===== config.mk =====
export PLATFORM = sky130hd
export DESIGN_NAME = clkdiv_sched
export DESIGN_NICKNAME = d
export VERILOG_FILES = /design/src/rtl/clkdiv_sched.sv
export SDC_FILE = /design/constraint.sdc
export NUM_CORES = 1
export LEC_CHECK = 0
export ABC_CLOCK_PERIOD_IN_PS = 4700
export BUFFER_PORTS_ARGS = -buffer_cell sky130_fd_sc_hd__buf_2
export CAP_MARGIN = 10
export CORE_MARGIN = 2
export CORE_UTILIZATION = 61
export CTS_CLUSTER_DIAMETER = 120
export DETAILED_ROUTE_END_ITERATION = 10
export PLACE_DENSITY = 0.9
export SLEW_MARGIN = 20
export SYNTH_ARGS = -nofsm -noshare
export SYNTH_HDL_FRONTEND = slang
export SYNTH_SLANG_ARGS = --single-unit

===== constraint.sdc =====
create_clock -name clk -period 4.7 [get_ports clk]
set_input_delay 0.94 -clock clk [delete_from_list [all_inputs] [get_ports clk]]
set_output_delay 0.94 -clock clk [all_outputs]
set_load 0.02 [all_outputs]

===== src/rtl/clkdiv_sched.sv =====
`default_nettype none
// ============================================================================
// Module      : clkdiv_sched
// Description : Programmable slow-clock generator with run/stop/burst control.
//               Commands arrive over valid/ready and only take effect on a
//               full-period boundary, so slow_clk never produces a runt pulse.
// Revision    : 1.0 - initial release
// ============================================================================
module clkdiv_sched #(
    parameter int WIDTH   = 32,
    parameter int BURST_W = 8
) (
    input  logic               clk,
    input  logic               rst_n,
    input  logic               cfg_valid,
    output logic               cfg_ready,
    input  logic [1:0]         cfg_mode,
    input  logic [WIDTH-1:0]   cfg_half,
    input  logic [BURST_W-1:0] cfg_count,
    output logic               slow_clk,
    output logic               tick,
    output logic               active,
    output logic               done
);

    localparam logic [1:0] c_MODE_RUN   = 2'b01;
    localparam logic [1:0] c_MODE_BURST = 2'b10;

    typedef enum logic [1:0] {
        ST_IDLE  = 2'b00,
        ST_RUN   = 2'b01,
        ST_BURST = 2'b10
    } state_t;

    state_t               r_state;
    logic [WIDTH-1:0]     r_count;
    logic [WIDTH-1:0]     r_half;
    logic [BURST_W-1:0]   r_remaining;
    logic                 r_slow_clk;
    logic                 r_tick;
    logic                 r_done;

    logic                 r_pend_valid;
    logic [1:0]           r_pend_mode;
    logic [WIDTH-1:0]     r_pend_half;
    logic [BURST_W-1:0]   r_pend_count;

    logic                 w_accept;
    logic [WIDTH-1:0]     w_cfg_half;
    logic [1:0]           w_cmd_mode;
    logic [WIDTH-1:0]     w_cmd_half;
    logic [BURST_W-1:0]   w_cmd_count;
    logic                 w_cmd_go;
    logic                 w_cmd_empty_burst;
    logic                 w_half_end;

    assign w_accept   = cfg_valid && !r_pend_valid;
    assign w_cfg_half = (cfg_half == '0) ? WIDTH'(1) : cfg_half;

    // The command to launch: pending entry if one is held, else the live input.
    assign w_cmd_mode  = r_pend_valid ? r_pend_mode  : cfg_mode;
    assign w_cmd_half  = r_pend_valid ? r_pend_half  : w_cfg_half;
    assign w_cmd_count = r_pend_valid ? r_pend_count : cfg_count;

    assign w_cmd_go          = (w_cmd_mode == c_MODE_RUN) ||
                               ((w_cmd_mode == c_MODE_BURST) && (w_cmd_count != '0));
    assign w_cmd_empty_burst = (w_cmd_mode == c_MODE_BURST) && (w_cmd_count == '0);
    assign w_half_end        = (r_count == (r_half - WIDTH'(1)));

    assign cfg_ready = !r_pend_valid;
    assign active    = (r_state != ST_IDLE);
    assign slow_clk  = r_slow_clk;
    assign tick      = r_tick;
    assign done      = r_done;

    always_ff @(posedge clk or negedge rst_n) begin
        if (!rst_n) begin
            r_state      <= ST_IDLE;
            r_count      <= '0;
            r_half       <= WIDTH'(1);
            r_remaining  <= '0;
            r_slow_clk   <= 1'b0;
            r_tick       <= 1'b0;
            r_done       <= 1'b0;
            r_pend_valid <= 1'b0;
            r_pend_mode  <= 2'b00;
            r_pend_half  <= WIDTH'(1);
            r_pend_count <= '0;
        end else begin
            r_tick <= 1'b0;
            r_done <= 1'b0;

            // While running, commands queue until the next boundary.
            if (w_accept && (r_state != ST_IDLE)) begin
                r_pend_valid <= 1'b1;
                r_pend_mode  <= cfg_mode;
                r_pend_half  <= w_cfg_half;
                r_pend_count <= cfg_count;
            end

            case (r_state)
                ST_IDLE: begin
                    if (r_pend_valid || w_accept) begin
                        r_pend_valid <= 1'b0;
                        if (w_cmd_go) begin
                            r_state     <= (w_cmd_mode == c_MODE_BURST) ? ST_BURST : ST_RUN;
                            r_slow_clk  <= 1'b1;
                            r_tick      <= 1'b1;
                            r_count     <= '0;
                            r_half      <= w_cmd_half;
                            r_remaining <= (w_cmd_mode == c_MODE_BURST) ?
                                           (w_cmd_count - BURST_W'(1)) : '0;
                        end else begin
                            r_done <= w_cmd_empty_burst;
                        end
                    end
                end

                ST_RUN, ST_BURST: begin
                    if (!w_half_end) begin
                        r_count <= r_count + WIDTH'(1);
                    end else if (r_slow_clk) begin
                        r_count    <= '0;
                        r_slow_clk <= 1'b0;
                    end else begin
                        // Boundary: the next rising edge is due.
                        r_count <= '0;
                        if (r_pend_valid) begin
                            r_pend_valid <= 1'b0;
                            if (w_cmd_go) begin
                                r_state     <= (w_cmd_mode == c_MODE_BURST) ? ST_BURST : ST_RUN;
                                r_slow_clk  <= 1'b1;
                                r_tick      <= 1'b1;
                                r_half      <= w_cmd_half;
                                r_remaining <= (w_cmd_mode == c_MODE_BURST) ?
                                               (w_cmd_count - BURST_W'(1)) : '0;
                            end else begin
                                r_state <= ST_IDLE;
                                r_done  <= w_cmd_empty_burst;
                            end
                        end else if ((r_state == ST_BURST) && (r_remaining == '0)) begin
                            r_state <= ST_IDLE;
                            r_done  <= 1'b1;
                        end else begin
                            r_slow_clk <= 1'b1;
                            r_tick     <= 1'b1;
                            if (r_state == ST_BURST) begin
                                r_remaining <= r_remaining - BURST_W'(1);
                            end
                        end
                    end
                end

                default: begin
                    r_state <= ST_IDLE;
                end
            endcase
        end
    end

endmodule
`default_nettype wire


==> metrics list <==
- HP Class: reg -> reg
- Along the worst path, the maximum fanout reaches 18.
- The number of antenna diodes in the final layout is 0.
- Top post-synthesis cells by area: dfrtp_1, mux2_2, mux2i_1, xnor2_1, a21oi_1
* Prevailing post-synth register cell: dfrtp_1
- Slew HR: 31.4%
* Final std cells w/o fill: 978
* Ordered cell list for the critical path: or4_1 -> o41ai_4 -> a21oi_1 -> or3_1 -> or4_4 -> nor4b_4 -> a21o_2 -> and2_1 -> nor2_1
* Required time at the worst-slack endpoint: between 4 and 5 ns
- Crit-path leading delay family: simple AND/OR/NAND/NOR gates
- Synth async-reset ratio: 100%
- The worst setup path is captured at a flip-flop.
- The total area inside the core boundary comes to about 12000 um2.
- Last weighted congestion value of the routability-driven placer: between 1 and 1.5
* Layout cells sized above 1: 18.5%
- Library cell with the highest instance count after synthesis: dfrtp_1
- Vias post-DR: 6581
- Static leakage: roughly 3.9 nW
- Sum of routed wire length over all layers: approximately 19000 um
- Data on the critical path arrives at its endpoint at 4.40 ns.
- Top post-synthesis cells by count: dfrtp_1, nor2_1, nand2_1
- EDFF count, synth: 0
- Post-CTS setup-driven buffer insertion count: 0
* Overall Power: approximately 0.0034 W
- The detailed router finished its first iteration with ~850 violations.
* Power density over the cells: 399 nW/um2
- Number of primary I/O pins: 50
- Netlist area before placement: 7450 um2
- Cell-internal power: 0.00237 W
* Busiest metal layer after global routing: met2
* Initial antenna violation count: 0
- Via count of the first global-routing pass: 6107
* TritonCTS Sinks: 120
- First-pass iteration count of the detailed router: 6
- Number of fillers in the final layout: about 770
- The critical path contains buffers and inverters numbering 0 combined.
- Including well taps, the total number of placed cells is ~950.
* Total gr overflow: 0
- IR analysis of the VDD net gives a maximum drop of 445 uV.
- For met2 alone, demand over resource in global routing was 47.4%.
- The total count of hold-check failures in the final report is 0.
* MaxCap Viol Count: 0
- Die ar.: ~13000 um2
- Synthesis produced a netlist whose cell count is 782.
* Unrepaired setup endpoints after global routing: no
* Hold buffers post-CTS: 0
- Flops & latches, synth: 120
- CTS tree: built
- The setup path with the least slack is of type reg -> reg.
- For this run, global-route usage on met3 was measured as 5.88%.
* Num CTS Buffers: 17
- Buffers on Ports: 49
* Fraction of power consumed by combinational cells: 20.2%
* Count of different cell masters after synthesis: 72
* Largest net degree at the start of global routing: 79
* Count of unresolved DRC violations after routing: 0
- Clk slew on worst S/H paths: 0.06 ns
- Worst hold slack after final layout: slightly above 0.5 ns
* Synthesis Warnings: 0
- The count of nets left with antenna violations once routing finished came out at 0.
- Wire per inst: between 15 and 20 um
- Once the floorplan was initialized, standard cells occupied 62.3% of the core.
- The synthesized design spends more area on one cell type than any other, namely dfrtp_1.
- For the worst-skew pair, the clock arrives at the later sink with an insertion delay of ~0.42 ns.
- Clock Skew: 0.00910 ns
- Post-Synth Adder-Cell Area: 1.34%
- After Yosys synthesis, and, or, nand and nor cells account for 19.7% of the synthesized area.
* Synth-to-layout area growth: 13.5%
- For this run, the total global-route usage over all layers was measured as 30.6%.
* Area share of the leading cell type in the synthesized netlist: 39.6%
* Total Nets Final: 871
- The run finished with clean final reports.
- Xor-xnor portion of the synthesized cell area: just under 8%
* Stage delay of the slowest cell on the critical path: 0.72 ns
- Switching power of the nets: 0.00100 W
- Multiplexer cells account for 12.5% of the synthesized area.
- Setup total negative slack on the finished layout was measured at 0 ns.
* Min Tclk post-route: 4.12 ns
* Die X: 115 um
- Sequential area share after synthesis: 40.3%
* Clock network fraction of design power: between 40% and 50%
* Synthesized netlist net count: around 840
- The floorplan step set the die height to 115 um.
* Met1 usage: a little over two fifths
- Row cnt: 40
* Number of pins exceeding their max-slew limit in the final report: 0
* Slowest stage cell on the critical path: or4_1
- Root Buffer: clkbuf_16
- Cells on worst reg2reg path: 9
* Slew @ Worst Pin: 1.03 ns
- Counting instances, the worst hold path has a depth of 1.
* Final HPWL from detailed placement: roughly 12000 um
- Net switching is around 30% of the power.
- Sort of element at the start of the critical path: flip-flop
- Compound-gate portion of the synthesized area: 14.8%
- Final critical-path share of the clock period: between 80 and 90%
* Dominant combinational cell family by area after synthesis: simple AND/OR/NAND/NOR gates
- Setup Viol. Count Final: 0
- Number of resized instances in the post-cts repair step: 0
- Register share of total power: 38.1%
- After synthesis, the mean cell area works out to about 9.5 um2.
- The H-tree generated during clock tree synthesis spans 4 levels.
- Number of buffers on the longest clock path: 2
- Via-per-instance ratio: 6.73
* Highest clock rate: about 240 MHz
- Number of cells on the critical path: 9
- The first global-routing pass estimated around 31000 um of wire.
## state kept, by name, indices dropped and copies added, names as in the netlist
register,cells
done,1
r_count,32
r_half,32
r_pend_count,8
r_pend_half,32
r_pend_mode,2
r_pend_valid,1
r_remaining,8
r_state,2
slow_clk,1
tick,1
## cells by family after synthesis
kind of cell / count (synthesis)
and+or+nand+nor: 273
DFF: 120
xor gates and xnor gates: 67
buffers and inverters: 61
adders and majority gates: 8
muxes: 88
AOI/OAI and AO/OA: 165
## per-layer routing
metal	vias up	wire length, um
met2	357	8900
met3	60	1440
li1	2986	-
met1	3178	8140
met4	0	586
met5	-	0
## cells in the final DEF (no fill, tap or decap), types with 5 or more instances in the layout
master	count
mux2_2	42
xnor2_1	41
nand2_1	50
nor3_1	23
buf_2	48
nor4_1	24
dfrtp_1	117
o21ai_1	6
nand3_1	22
buf_4	12
nor2b_1	11
xor2_1	26
nand2b_1	5
ha_1	8
inv_1	17
o31ai_1	7
a22o_1	11
nor2_1	57
or3_1	13
a21oi_1	46
clkbuf_16	17
and3_1	19
o21ai_0	17
a31oi_1	34
or4_1	7
mux2i_1	45
nand4_1	14
## worst paths after layout
check                          startpoint               to  slack, ns
hold reg to reg            r_pend_half[7]   r_pend_half[7]       0.50
setup / recovery                r_half[1]      r_count[28]       0.58
setup reg to reg                r_half[1]      r_count[28]       0.58
min in group asynchronous           rst_n  r_pend_half[16]       0.67
max in group asynchronous           rst_n        r_half[0]       3.13
hold / removal             r_pend_half[7]   r_pend_half[7]       0.50
## through the flow
stage | util, % | area, um2 | worst slack (ns)
final | 70.7 | 8450 | 0.575
after global routing | 70.7 | 8450 | 0.328
after CTS | 70.7 | 8450 | 0.616
after detailed placement | 65.3 | 7810 | 0.682
after global placement | 65.3 | 7810 | 0.786
after floorplan | - | 7450 | 1.27
## layout make-up
class	instances	area, um2	share of cell area (%)
multi-input combinational	601	4210	49.8
clock buffer	19	453	5.36
clock inverter	13	190	2.25
timing repair buffer	61	350	4.14
inverter	17	63.8	0.755
sequential	120	3010	35.6
tap	147	184	2.18
## power groups by stage
stage	logic, W	clock network (W)	registers, W
detailed placement	0.000644	0	0.00129
global route	0.000743	0.00146	0.00130
finish	0.000683	0.00141	0.00128
floorplan	0.000483	0	0.00125
CTS	0.000668	0.00142	0.00128
global placement	0.000625	0	0.00128
Note: power is estimated with default switching activity, not from simulation.
